===== src/rtl/pipeline_reg_stage_if.sv =====
// pipeline_reg_stage_if: execute/writeback pipeline bus.
//   Carries the control inputs (stall/flush), the incoming instruction
//   {valid, write enable, rd, result} and the last-stage outputs that feed
//   the register-file write port.
//   Optional macro PIPE_FWD_EN adds the forwarding compare signals
//   (rs1/rs2 selects in, hit/data out).
//   master modport: upstream/driver side; slave modport: the pipeline stage.
interface pipeline_reg_stage_if #(
  parameter int unsigned DATA_W = 32,
  parameter int unsigned RD_W   = 6
);
  logic              stall_in;
  logic              flush_in;
  logic              valid_in;
  logic              write_enable_in;
  logic [RD_W-1:0]   rd_sel_in;
  logic [DATA_W-1:0] alu_result_in;
  logic              valid_out;
  logic              write_enable_out;
  logic [RD_W-1:0]   rd_sel_out;
  logic [DATA_W-1:0] alu_result_out;
`ifdef PIPE_FWD_EN
  logic [RD_W-1:0]   rs1_sel_in;
  logic [RD_W-1:0]   rs2_sel_in;
  logic              fwd_rs1_hit;
  logic              fwd_rs2_hit;
  logic [DATA_W-1:0] fwd_rs1_data;
  logic [DATA_W-1:0] fwd_rs2_data;

  modport master (
    output stall_in, flush_in, valid_in, write_enable_in, rd_sel_in, alu_result_in,
    output rs1_sel_in, rs2_sel_in,
    input  valid_out, write_enable_out, rd_sel_out, alu_result_out,
    input  fwd_rs1_hit, fwd_rs2_hit, fwd_rs1_data, fwd_rs2_data
  );

  modport slave (
    input  stall_in, flush_in, valid_in, write_enable_in, rd_sel_in, alu_result_in,
    input  rs1_sel_in, rs2_sel_in,
    output valid_out, write_enable_out, rd_sel_out, alu_result_out,
    output fwd_rs1_hit, fwd_rs2_hit, fwd_rs1_data, fwd_rs2_data
  );
`else
  modport master (
    output stall_in, flush_in, valid_in, write_enable_in, rd_sel_in, alu_result_in,
    input  valid_out, write_enable_out, rd_sel_out, alu_result_out
  );

  modport slave (
    input  stall_in, flush_in, valid_in, write_enable_in, rd_sel_in, alu_result_in,
    output valid_out, write_enable_out, rd_sel_out, alu_result_out
  );
`endif
endinterface


===== src/rtl/pipeline_reg_stage.sv =====
// pipeline_reg_stage: DEPTH-stage execute/writeback register chain.
//   Each stage holds {valid, write enable, rd, result}. Stage 0 captures the
//   incoming instruction, stage DEPTH-1 drives the register-file write port.
//   Supports stall (hold all), flush (invalidate all, priority over stall)
//   and squashes writes to x0 at entry.
// Ports:
//   clk  - rising-edge clock
//   rst  - synchronous reset, active-high (overrides stall and flush)
//   bus  - pipeline_reg_stage_if.slave (inputs, last-stage outputs,
//          optional forwarding compare)
// Optional macro PIPE_FWD_EN: adds combinational forwarding lookup for
//   rs1/rs2 across all stages (youngest match wins, data=0 on miss).
module pipeline_reg_stage #(
  parameter int unsigned DATA_W = 32,
  parameter int unsigned RD_W   = 6,
  parameter int unsigned DEPTH  = 1
) (
  input  logic                 clk,
  input  logic                 rst,
  pipeline_reg_stage_if.slave  bus
);

  localparam int unsigned LAST = DEPTH - 1;

  if (DEPTH < 1 || DEPTH > 8) begin : g_bad_depth
    $error("pipeline_reg_stage: DEPTH must be in 1..8");
  end

  logic [DEPTH-1:0]  v_q;
  logic [DEPTH-1:0]  we_q;
  logic [RD_W-1:0]   rd_q  [DEPTH];
  logic [DATA_W-1:0] res_q [DEPTH];

  // x0 writes are squashed at entry; valid/rd/result still travel down the pipe
  logic entry_we_c;
  assign entry_we_c = bus.valid_in & bus.write_enable_in & (bus.rd_sel_in != RD_W'(0));

  // Stage chain: reset > flush > stall > advance
  always_ff @(posedge clk) begin
    if (rst) begin
      v_q  <= '0;
      we_q <= '0;
      for (int k = 0; k < int'(DEPTH); k++) begin
        rd_q[k]  <= '0;
        res_q[k] <= '0;
      end
    end else if (bus.flush_in) begin
      // rd/result left as-is: they are don't-care once valid drops
      v_q  <= '0;
      we_q <= '0;
    end else if (!bus.stall_in) begin
      v_q[0]   <= bus.valid_in;
      we_q[0]  <= entry_we_c;
      rd_q[0]  <= bus.rd_sel_in;
      res_q[0] <= bus.alu_result_in;
      for (int k = 1; k < int'(DEPTH); k++) begin
        v_q[k]   <= v_q[k-1];
        we_q[k]  <= we_q[k-1];
        rd_q[k]  <= rd_q[k-1];
        res_q[k] <= res_q[k-1];
      end
    end
  end

  // Last stage drives the write port straight from registers
  assign bus.valid_out        = v_q[LAST];
  assign bus.write_enable_out = v_q[LAST] & we_q[LAST];
  assign bus.rd_sel_out       = rd_q[LAST];
  assign bus.alu_result_out   = res_q[LAST];

`ifdef PIPE_FWD_EN
  // Forwarding lookup: scan oldest to youngest so the lowest matching k wins
  always_comb begin
    bus.fwd_rs1_hit  = 1'b0;
    bus.fwd_rs1_data = '0;
    bus.fwd_rs2_hit  = 1'b0;
    bus.fwd_rs2_data = '0;
    for (int k = int'(DEPTH) - 1; k >= 0; k--) begin
      if (v_q[k] && we_q[k] && (bus.rs1_sel_in != RD_W'(0)) && (rd_q[k] == bus.rs1_sel_in)) begin
        bus.fwd_rs1_hit  = 1'b1;
        bus.fwd_rs1_data = res_q[k];
      end
      if (v_q[k] && we_q[k] && (bus.rs2_sel_in != RD_W'(0)) && (rd_q[k] == bus.rs2_sel_in)) begin
        bus.fwd_rs2_hit  = 1'b1;
        bus.fwd_rs2_data = res_q[k];
      end
    end
  end
`endif

endmodule


===== src/flat_wrapper.sv =====
// flat-port wrapper written by rule: the top's interface ports become plain ports
module pipeline_reg_stage_flat 
#(
  parameter int unsigned DATA_W = 32,
  parameter int unsigned RD_W   = 6,
  parameter int unsigned DEPTH  = 1
)
  (clk, rst, bus_stall_in, bus_flush_in, bus_valid_in, bus_write_enable_in, bus_rd_sel_in, bus_alu_result_in, bus_valid_out, bus_write_enable_out, bus_rd_sel_out, bus_alu_result_out);
  pipeline_reg_stage_if #(.DATA_W(DATA_W), .RD_W(RD_W)) bus_i ();
  input  logic clk;
  input  logic rst;
  input wire logic [$bits(bus_i.stall_in)-1:0] bus_stall_in;
  input wire logic [$bits(bus_i.flush_in)-1:0] bus_flush_in;
  input wire logic [$bits(bus_i.valid_in)-1:0] bus_valid_in;
  input wire logic [$bits(bus_i.write_enable_in)-1:0] bus_write_enable_in;
  input wire logic [$bits(bus_i.rd_sel_in)-1:0] bus_rd_sel_in;
  input wire logic [$bits(bus_i.alu_result_in)-1:0] bus_alu_result_in;
  output wire logic [$bits(bus_i.valid_out)-1:0] bus_valid_out;
  output wire logic [$bits(bus_i.write_enable_out)-1:0] bus_write_enable_out;
  output wire logic [$bits(bus_i.rd_sel_out)-1:0] bus_rd_sel_out;
  output wire logic [$bits(bus_i.alu_result_out)-1:0] bus_alu_result_out;
  assign bus_i.stall_in = bus_stall_in;
  assign bus_i.flush_in = bus_flush_in;
  assign bus_i.valid_in = bus_valid_in;
  assign bus_i.write_enable_in = bus_write_enable_in;
  assign bus_i.rd_sel_in = bus_rd_sel_in;
  assign bus_i.alu_result_in = bus_alu_result_in;
  assign bus_valid_out = bus_i.valid_out;
  assign bus_write_enable_out = bus_i.write_enable_out;
  assign bus_rd_sel_out = bus_i.rd_sel_out;
  assign bus_alu_result_out = bus_i.alu_result_out;
  pipeline_reg_stage #(.DATA_W(DATA_W), .RD_W(RD_W), .DEPTH(DEPTH)) u_core (.clk(clk), .rst(rst), .bus(bus_i));
endmodule

===== config.mk =====
export PLATFORM = sky130hd
export DESIGN_NAME = pipeline_reg_stage_flat
export DESIGN_NICKNAME = d
export VERILOG_FILES = /design/src/rtl/pipeline_reg_stage_if.sv /design/src/rtl/pipeline_reg_stage.sv /design/src/flat_wrapper.sv
export SDC_FILE = /design/constraint.sdc
export NUM_CORES = 1
export LEC_CHECK = 0
export CORE_MARGIN = 2
export CORE_UTILIZATION = 25
export CTS_CLUSTER_SIZE = 20
export DETAILED_ROUTE_END_ITERATION = 7
export SLEW_MARGIN = 10
export SYNTH_ARGS = -nofsm -noshare
export SYNTH_HDL_FRONTEND = slang
export SYNTH_SLANG_ARGS = --single-unit
export TNS_END_PERCENT = 10

===== constraint.sdc =====
create_clock -name clk -period 3.74 [get_ports clk]
set_clock_uncertainty 0.15 [all_clocks]
set_input_delay 0.561 -clock clk [delete_from_list [all_inputs] [get_ports clk]]
set_output_delay 0.561 -clock clk [all_outputs]
set_load 0.02 [all_outputs]

==> results.py, run 1 <==
metrics = {
    "clocking": {
        "cts_tree": "built",
        "clkTransAtPathRegs_ns": 0.07,
        "cts_hold_buf": 0,
        "cts_htree_levels": 2,
        "cts.sinks": 40,
        "cts_setup_buffers": 0,
        "insertion_delay_ns": 0.28,
        "clock-root-buffer": "clkbuf_8",
        "cts_buffer_depth": 2,
        "post_cts_resized": 0,
        "cts_buffers": 5,
    },
    "pwr": {
        "ir_drop_mv": 0.1384,
        "total_power_mw": 1.009,
        "powerDensity_mw_per_mm2": 395.6,
        "power_leakage_nw": 0.9176,
    },
    "layout": {
        "syn2layout_area_growth_pct": 66.78,
        "nNetsFinal": 225,
        "n_antenna_cell": 0,
        "drive_above_1_share_pct": 7.143,
        "design_area_mm2": 0.002550,
    },
    "sta": {
        "period_minus_slack_ns": 2.283,
        "tns_ns": 0,
        "timing.fmax_mhz": 438.1,
        "hold_violations": 0,
        "setup_viol": 0,
        "grt_setup_unrepaired": "false",
        "worst_slew_pin_slew_ns": 0.9656,
        "post-route-period-util_pct": 61.03,
        "hold_ws_ns": 0.3385,
        "slew_headroom_pct": 35.41,
        "slew_violations": 0,
    },
    "worst_setup_path": {
        "cp-start-kind": "input port",
        "worstPathRequired_ns": 3.59,
        "cp_slowest_cell": "o21bai_4",
        "cp-end-kind": "register",
        "cpLargestDelayFamily": "buffers and inverters",
        "crit_chain": "clkdlybuf4s50_1 > o21bai_4 > buf_4",
        "reg2reg_from": "u_core.bus.valid_out",
        "startpoint": "bus_stall_in",
        "r2r_end": "u_core.bus.valid_out",
        "cp_max_fo": 27,
        "cp_slowest_stage_delay_ns": 0.71,
        "r2r_slack_ns": 2.96,
        "path_buf_inv": 2,
        "reg2regPathDepth": 2,
        "arrival_ns": 2.13,
        "worst-setup-path-type": "input port to register",
    },
    "floorplanning": {
        "dieArea_mm2": 0.006758,
        "std_cell_rows": 28,
        "core-area_mm2": 0.005921,
        "die_h_um": 82.21,
        "initial_core_util_pct": 25.82,
        "die_w_um": 82.21,
        "ios": 84,
    },
    "worst_hold_path": {
        "hold_class": "register to register",
        "worstHoldEndpoint": "u_core.we_q",
        "hold_depth": 2,
        "min_from": "u_core.we_q",
    },
    "global_route": {
        "grt_pass1_vias": 1046,
        "grt.total_usage_pct": 10.03,
        "grt_max_degree": 39,
        "grt_pass1_wl_um": 4836,
        "antenna_found_initial": 0,
        "overflow": 0,
    },
    "synth": {
        "synth_area_per_cell_um2": 16.44,
        "yosysTopAreaCellShare_pct": 74.63,
        "ys_ff_latch": 40,
        "netlist_area_mm2": 0.001529,
        "yosys.area.top_type": "edfxtp_1",
        "syn_inst": 93,
        "yosysSeqAreaShare_pct": 77.25,
        "synth.area.top_cells": "edfxtp_1, and2_1, dfxtp_1",
        "synth_nets": 137,
        "ys_warn_count": 0,
        "ys_types": 15,
    },
    "routing": {
        "wire_per_inst_um": 12.45,
        "ant_nets": 0,
        "viasPerCell": 3.996,
        "drt_pass1_iterations": 3,
        "first_iter_violations": 21,
        "via_count": 1027,
        "routed_wl_um": 3199,
        "drc": 0,
    },
    "placed_design": {
        "place_congestion": 0.6455,
        "port-buffer-count": 83,
        "dpl_cell_area_mm2": 0.002460,
        "dp_hpwl_um": 2391,
    },
    "job": {
        "drv_cap": 0,
    },
    "status": {
        "status": "complete, no violations",
    },
}
==> cells in the mapped netlist <==
library cell,number
nor3_2,2
and2_2,1
and2_1,38
o21ai_1,1
dfxtp_1,2
buf_4,3
clkbuf_1,1
nand3_1,1
o21bai_1,1
edfxtp_1,38
nand4b_1,1
mux2i_1,1
nor3_1,1
or4_4,1
nor2_1,1
==> flip-flops by register name, summed over array words and instances, names as in the netlist <==
name                  flops
u_core.bus.valid_out      1
u_core.res_q             32
u_core.rd_q               6
u_core.we_q               1
==> stage by stage <==
| step | setup WS [ns] | std cells | utilization (%) |
|---|---|---|---|
| 2_1_floorplan | 0.7812 | 93 | - |
| 3_3_place_gp | 1.167 | 249 | 41.55 |
| 3_5_place_dp | 1.121 | 249 | 41.55 |
| 4_1_cts | 1.430 | 257 | 43.07 |
| 5_1_grt | 1.304 | 257 | 43.07 |
| 6_report | 1.457 | 257 | 43.07 |
==> placed cells by master (no fill, tap or decap) <==
cell type        count
nor3_2               1
edfxtp_1            38
mux2i_1              1
o21bai_4             1
nor3_4               1
and2_2               1
nor2_1               1
and2_1              38
clkbuf_8             6
nand3_1              1
nand4b_1             1
buf_4                2
clkbuf_1             2
or4_4                1
nor3_1               1
clkdlybuf4s50_1     83
dfxtp_1              2
o21ai_1              1
==> routing by layer <==
layer	global-route usage (%)	routed length, um
met5	0	0
met4	4.000	49
met3	6.087	392
met2	16.13	1590
met1	10.63	1166
==> kinds of logic (layout without fill, tap and decap cells) <==
family	after synthesis	after routing	share of synthesized area (%)
and+or+nand+nor	46	46	19.56
buffers and inverters	4	93	1.718
AOI/OAI and AO/OA	2	2	0.8182
muxes	1	1	0.6547
DFF	40	40	77.25
==> layout make-up <==
cell class / count / area (um^2)
multi-input combinational: 49 / 339.1
timing repair buffer: 85 / 845.8
sequential: 40 / 1181
fill: 561 / 3371
clock buffer: 8 / 90.09
tap: 75 / 93.84
==> worst max-delay path by stage <==
stage | to | slack, ns | cells after the start
floorplan | u_core.rd_q[0][0] | 0.78 | 1
global placement | u_core.res_q[0][30] | 1.17 | 3
detailed placement | u_core.res_q[0][30] | 1.12 | 3
CTS | u_core.res_q[0][31] | 1.43 | 3
global route | u_core.rd_q[0][3] | 1.30 | 3
finish | u_core.res_q[0][31] | 1.46 | 3
==> tightest hold or removal path: cells and delay by family (launching register included) <==
family | cells | cell delay, ns
flops | 1 | 0.32
compound gates | 1 | 0.06
simple gates | 1 | 0.07
==> report_power, final <==
part / internal (mW) / switching, mW
sequential: 0.527 / 0.00929
clock: 0.150 / 0.136
combinational: 0.104 / 0.0822
total: 0.781 / 0.228
Power figures use the tool's default switching activity.
==> run 2: changes to the inputs <==
clock period = 2.18 ns   (was 3.74 ns; I/O delays follow)
==> run 2 against run 1 <==
Count of clock-buffer cells in the layout is 3 lower. Sequential share of layout area is 0.83 points lower. Hold slack worse by 0.0039 ns. Register-to-register slack worse by 1.6 ns. Critical path type is now register to output pin.
==> results.py, run 2 (synthesis results as in run 1) <==
metrics = {
    "clocking": {
        "clkTransAtPathRegs_ns": 0.08,
        "insertion_delay_ns": 0.28,
        "cts_buffers": 5,
        "cts_hold_buf": 0,
        "post_cts_resized": 0,
        "cts_tree": "built",
        "cts_htree_levels": 2,
        "cts_setup_buffers": 0,
        "clock-root-buffer": "clkbuf_8",
        "cts_buffer_depth": 2,
        "cts.sinks": 40,
    },
    "placed_design": {
        "dp_hpwl_um": 2403,
        "dp.cells": 250,
        "dpl_cell_area_mm2": 0.002480,
        "port-buffer-count": 83,
        "place_congestion": 0.6829,
        "place_ws_ns": 0.2931,
    },
    "pwr": {
        "total_power_mw": 1.836,
        "power_leakage_nw": 0.9414,
        "powerDensity_mw_per_mm2": 707.4,
        "ir_drop_mv": 0.2474,
    },
    "worst_setup_path": {
        "cp-end-kind": "output pin",
        "worst-setup-path-type": "register to output pin",
        "arrival_ns": 1.38,
        "cp_max_fo": 3,
        "cp-start-kind": "register",
        "worstPathRequired_ns": 1.70,
    },
    "floorplanning": {
        "core-area_mm2": 0.005921,
        "ios": 84,
        "die_w_um": 82.21,
        "die_h_um": 82.21,
        "std_cell_rows": 28,
        "initial_core_util_pct": 25.82,
        "dieArea_mm2": 0.006758,
    },
    "layout": {
        "nFillCells": 557,
        "syn2layout_area_growth_pct": 69.80,
        "n_antenna_cell": 0,
        "top_register": "u_core.res_q",
        "drive_above_1_share_pct": 8.743,
        "post-route-util_pct": 43.85,
        "largest_register_ffs": 32,
        "design_area_mm2": 0.002596,
        "fin_cells": 258,
        "layout_common_cells": "clkdlybuf4s50_1, and2_1, edfxtp_1",
        "nNetsFinal": 226,
        "reg_top3": "u_core.res_q (32), u_core.rd_q (6)",
        "final_common_cell": "clkdlybuf4s50_1",
    },
    "routing": {
        "drt_pass1_iterations": 4,
        "ant_nets": 0,
        "first_iter_violations": 36,
        "drc": 0,
        "via_count": 1006,
        "viasPerCell": 3.899,
        "wire_per_inst_um": 11.93,
        "routed_wl_um": 3078,
    },
    "sta": {
        "slew_violations": 0,
        "hold_ws_ns": 0.3345,
        "setup_viol": 0,
        "fin_ws_ns": 0.3183,
        "grt_setup_unrepaired": "false",
        "slew_headroom_pct": 79.68,
        "post-route-period-util_pct": 85.40,
        "period_minus_slack_ns": 1.862,
        "tns_ns": 0,
        "hold_violations": 0,
        "timing.fmax_mhz": 537.1,
        "worst_slew_pin_slew_ns": 0.3039,
    },
    "global_route": {
        "antenna_found_initial": 0,
        "overflow": 0,
        "grt_pass1_vias": 955,
        "grt_max_degree": 39,
        "grt_pass1_wl_um": 4692,
        "grt.total_usage_pct": 9.720,
    },
    "job": {
        "drv_cap": 0,
    },
    "worst_hold_path": {
        "hold_class": "register to register",
    },
    "status": {
        "status": "complete, no violations",
    },
}
[run 2: area by class of cell]
class | instances | area, um^2 | area share, %
Clock buffer | 5 | 68.82 | 2.651
Clock inverter | 3 | 47.55 | 1.831
Multi-Input combinational cell | 49 | 339.1 | 13.06
Sequential cell | 40 | 1181 | 45.49
Tap cell | 75 | 93.84 | 3.614
Timing Repair Buffer | 86 | 865.8 | 33.35
[run 2: worst max-delay path, cell delays in order, from the launching register on]
cell and delay [ns]:
dfxtp_1 0.36, and2_1 0.13, clkdlybuf4s50_1 0.60
[run 2: final timing paths]
kind | startpoint | slack, ns | to | cells past startpoint
worst max-delay path | u_core.bus.valid_out | 0.32 | bus_write_enable_out | 2
worst min register to register | u_core.we_q | 0.33 | u_core.we_q | 2
worst min-delay path | u_core.we_q | 0.33 | u_core.we_q | 2
worst max register to register | u_core.bus.valid_out | 1.38 | u_core.bus.valid_out | 2
[run 2: power by group]
part	internal, mW	switching [mW]	leakage [nW]
clock	0.344	0.252	0.0583
sequential	0.903	0.0147	0.403
combinational	0.182	0.141	0.481
total	1.43	0.408	0.941
[run 2: layer usage]
| metal | track usage [%] | wire length, um | up-vias |
|---|---|---|---|
| li1 | - | - | 505 |
| met1 | 11.73 | 1266 | 451 |
| met2 | 15.40 | 1550 | 48 |
| met3 | 3.261 | 223 | 2 |
| met4 | 5.000 | 39 | 0 |
| met5 | 0 | 0 | - |
==> run 3: changes to the inputs <==
CTS_BUF_LIST = sky130_fd_sc_hd__clkbuf_4   (was default)
==> run 3 against run 2 <==
Non-clock buffer count unchanged. Maximum frequency decreased by 3.7%. Largest cell class unchanged. Power decreased by 5.8%. Die area stayed put. Combinational power barely moved.
==> results.py, run 3 (synthesis results as in run 1) <==
metrics = {
    "floorplanning": {
        "die_w_um": 82.21,
        "dieArea_mm2": 0.006758,
        "initial_core_util_pct": 25.82,
        "std_cell_rows": 28,
        "ios": 84,
        "die_h_um": 82.21,
        "core-area_mm2": 0.005921,
    },
    "layout": {
        "reg_top3": "u_core.res_q (32), u_core.rd_q (6)",
        "n_antenna_cell": 0,
        "nNetsFinal": 226,
        "regArea_mm2": 0.001181,
        "drive_above_1_share_pct": 8.743,
        "largest_register_ffs": 32,
        "multi_input_area_um2": 339.1,
        "layout_common_cells": "clkdlybuf4s50_1, and2_1, edfxtp_1",
        "nFillCells": 558,
        "top_register": "u_core.res_q",
        "syn2layout_area_growth_pct": 67.76,
        "final_common_cell": "clkdlybuf4s50_1",
    },
    "clocking": {
        "clkTransAtPathRegs_ns": 0.12,
        "cts_hold_buf": 0,
        "post_cts_resized": 0,
        "insertion_delay_ns": 0.34,
        "cts_setup_buffers": 0,
        "cts_buffer_depth": 2,
        "cts.sinks": 40,
        "cts_buffers": 5,
        "clock-root-buffer": "clkbuf_4",
        "cts_tree": "built",
        "cts_htree_levels": 2,
    },
    "worst_setup_path": {
        "startpoint": "u_core.bus.valid_out",
        "crit_end": "bus_write_enable_out",
        "r2r_end": "u_core.bus.valid_out",
        "cp_slowest_stage_delay_ns": 0.60,
        "cp_slowest_cell": "clkdlybuf4s50_1",
        "reg2regPathDepth": 2,
        "r2r_slack_ns": 1.38,
        "worstPathRequired_ns": 1.70,
        "cpLargestDelayFamily": "buffers and inverters",
        "cp-start-kind": "register",
        "cp_max_fo": 3,
        "arrival_ns": 1.46,
        "crit_cells": 2,
        "crit_chain": "and2_1 > clkdlybuf4s50_1",
        "reg2reg_from": "u_core.bus.valid_out",
        "worst-setup-path-type": "register to output pin",
        "path_buf_inv": 1,
        "cp-end-kind": "output pin",
    },
    "sta": {
        "post-route-period-util_pct": 88.68,
        "hold_violations": 0,
        "tns_ns": 0,
        "slew_violations": 0,
        "grt_setup_unrepaired": "false",
        "timing.fmax_mhz": 517.3,
        "worst_slew_pin_slew_ns": 0.3041,
        "period_minus_slack_ns": 1.933,
        "slew_headroom_pct": 79.66,
        "setup_viol": 0,
        "hold_ws_ns": 0.3425,
    },
    "global_route": {
        "overflow": 0,
        "grt_pass1_vias": 962,
        "grt_pass1_wl_um": 4712,
        "antenna_found_initial": 0,
        "grt_max_degree": 39,
        "grt.total_usage_pct": 9.813,
    },
    "routing": {
        "wire_per_inst_um": 11.99,
        "viasPerCell": 3.899,
        "via_count": 1006,
        "drc": 0,
        "ant_nets": 0,
        "first_iter_violations": 59,
        "drt_pass1_iterations": 4,
        "routed_wl_um": 3094,
    },
    "placed_design": {
        "dp_hpwl_um": 2403,
        "place_congestion": 0.6829,
        "port-buffer-count": 83,
    },
    "pwr": {
        "powerDensity_mw_per_mm2": 674.4,
        "power_leakage_nw": 0.9285,
        "ir_drop_mv": 0.2448,
    },
    "job": {
        "drv_cap": 0,
    },
    "status": {
        "status": "complete, no violations",
    },
    "worst_hold_path": {
        "hold_class": "register to register",
    },
}
-- run 3: where the power goes --
part	internal, mW	leakage [nW]	switching, mW	total, mW
Combinational	0.182	0.481	0.141	0.322
Clock	0.245	0.0454	0.245	0.490
Sequential	0.903	0.403	0.0147	0.917
Total	1.33	0.928	0.401	1.73
-- run 3: stage by stage --
| stage | util [%] | cell area, um^2 | worst slack, ns | instances | power (mW) |
|---|---|---|---|---|---|
| CTS | 43.32 | 2565 | 0.2232 | 258 | 1.758 |
| floorplan | - | 1533 | 0.2626 | 93 | 1.053 |
| detailed placement | 41.89 | 2480 | 0.2931 | 250 | 1.264 |
| global route | 43.32 | 2565 | 0.1593 | 258 | 1.813 |
| global placement | 41.89 | 2480 | 0.3147 | 250 | 1.262 |
| finish | 43.32 | 2565 | 0.2469 | 258 | 1.730 |
-- run 3: worst min path at each step --
stage	start	end	slack, ns	cells past startpoint
after global routing	u_core.we_q	u_core.we_q	0.39	2
after detailed placement	u_core.we_q	u_core.we_q	0.32	2
after CTS	u_core.we_q	u_core.we_q	0.34	2
after global placement	u_core.we_q	u_core.we_q	0.34	2
after floorplan	rst	u_core.bus.valid_out	0.25	1
final	u_core.we_q	u_core.we_q	0.34	2
-- run 3: per-layer routing --
| layer | up-vias | track usage (%) | wire (um) | share of wire, % |
|---|---|---|---|---|
| met1 | 447 | 11.73 | 1258 | 41 |
| met5 | - | 0 | 0 | 0 |
| met2 | 49 | 15.48 | 1532 | 50 |
| met4 | 0 | 5.500 | 71 | 2.3 |
| met3 | 5 | 3.261 | 232 | 7.5 |
| li1 | 505 | - | - | - |
-- run 3: area by class of cell --
cell class	count	area share (%)
multi-input cells	49	13.22
repair buffers	86	33.76
well taps	75	3.659
clock inverters	3	1.854
flip-flops and latches	40	46.05
clock buffers	5	1.463
-- run 3: worst register-to-register path, delay by kind of cell (launching register included) --
family	cells	cell delay [ns]
simple gates	1	0.06
mux	1	0.15
flops	1	0.35
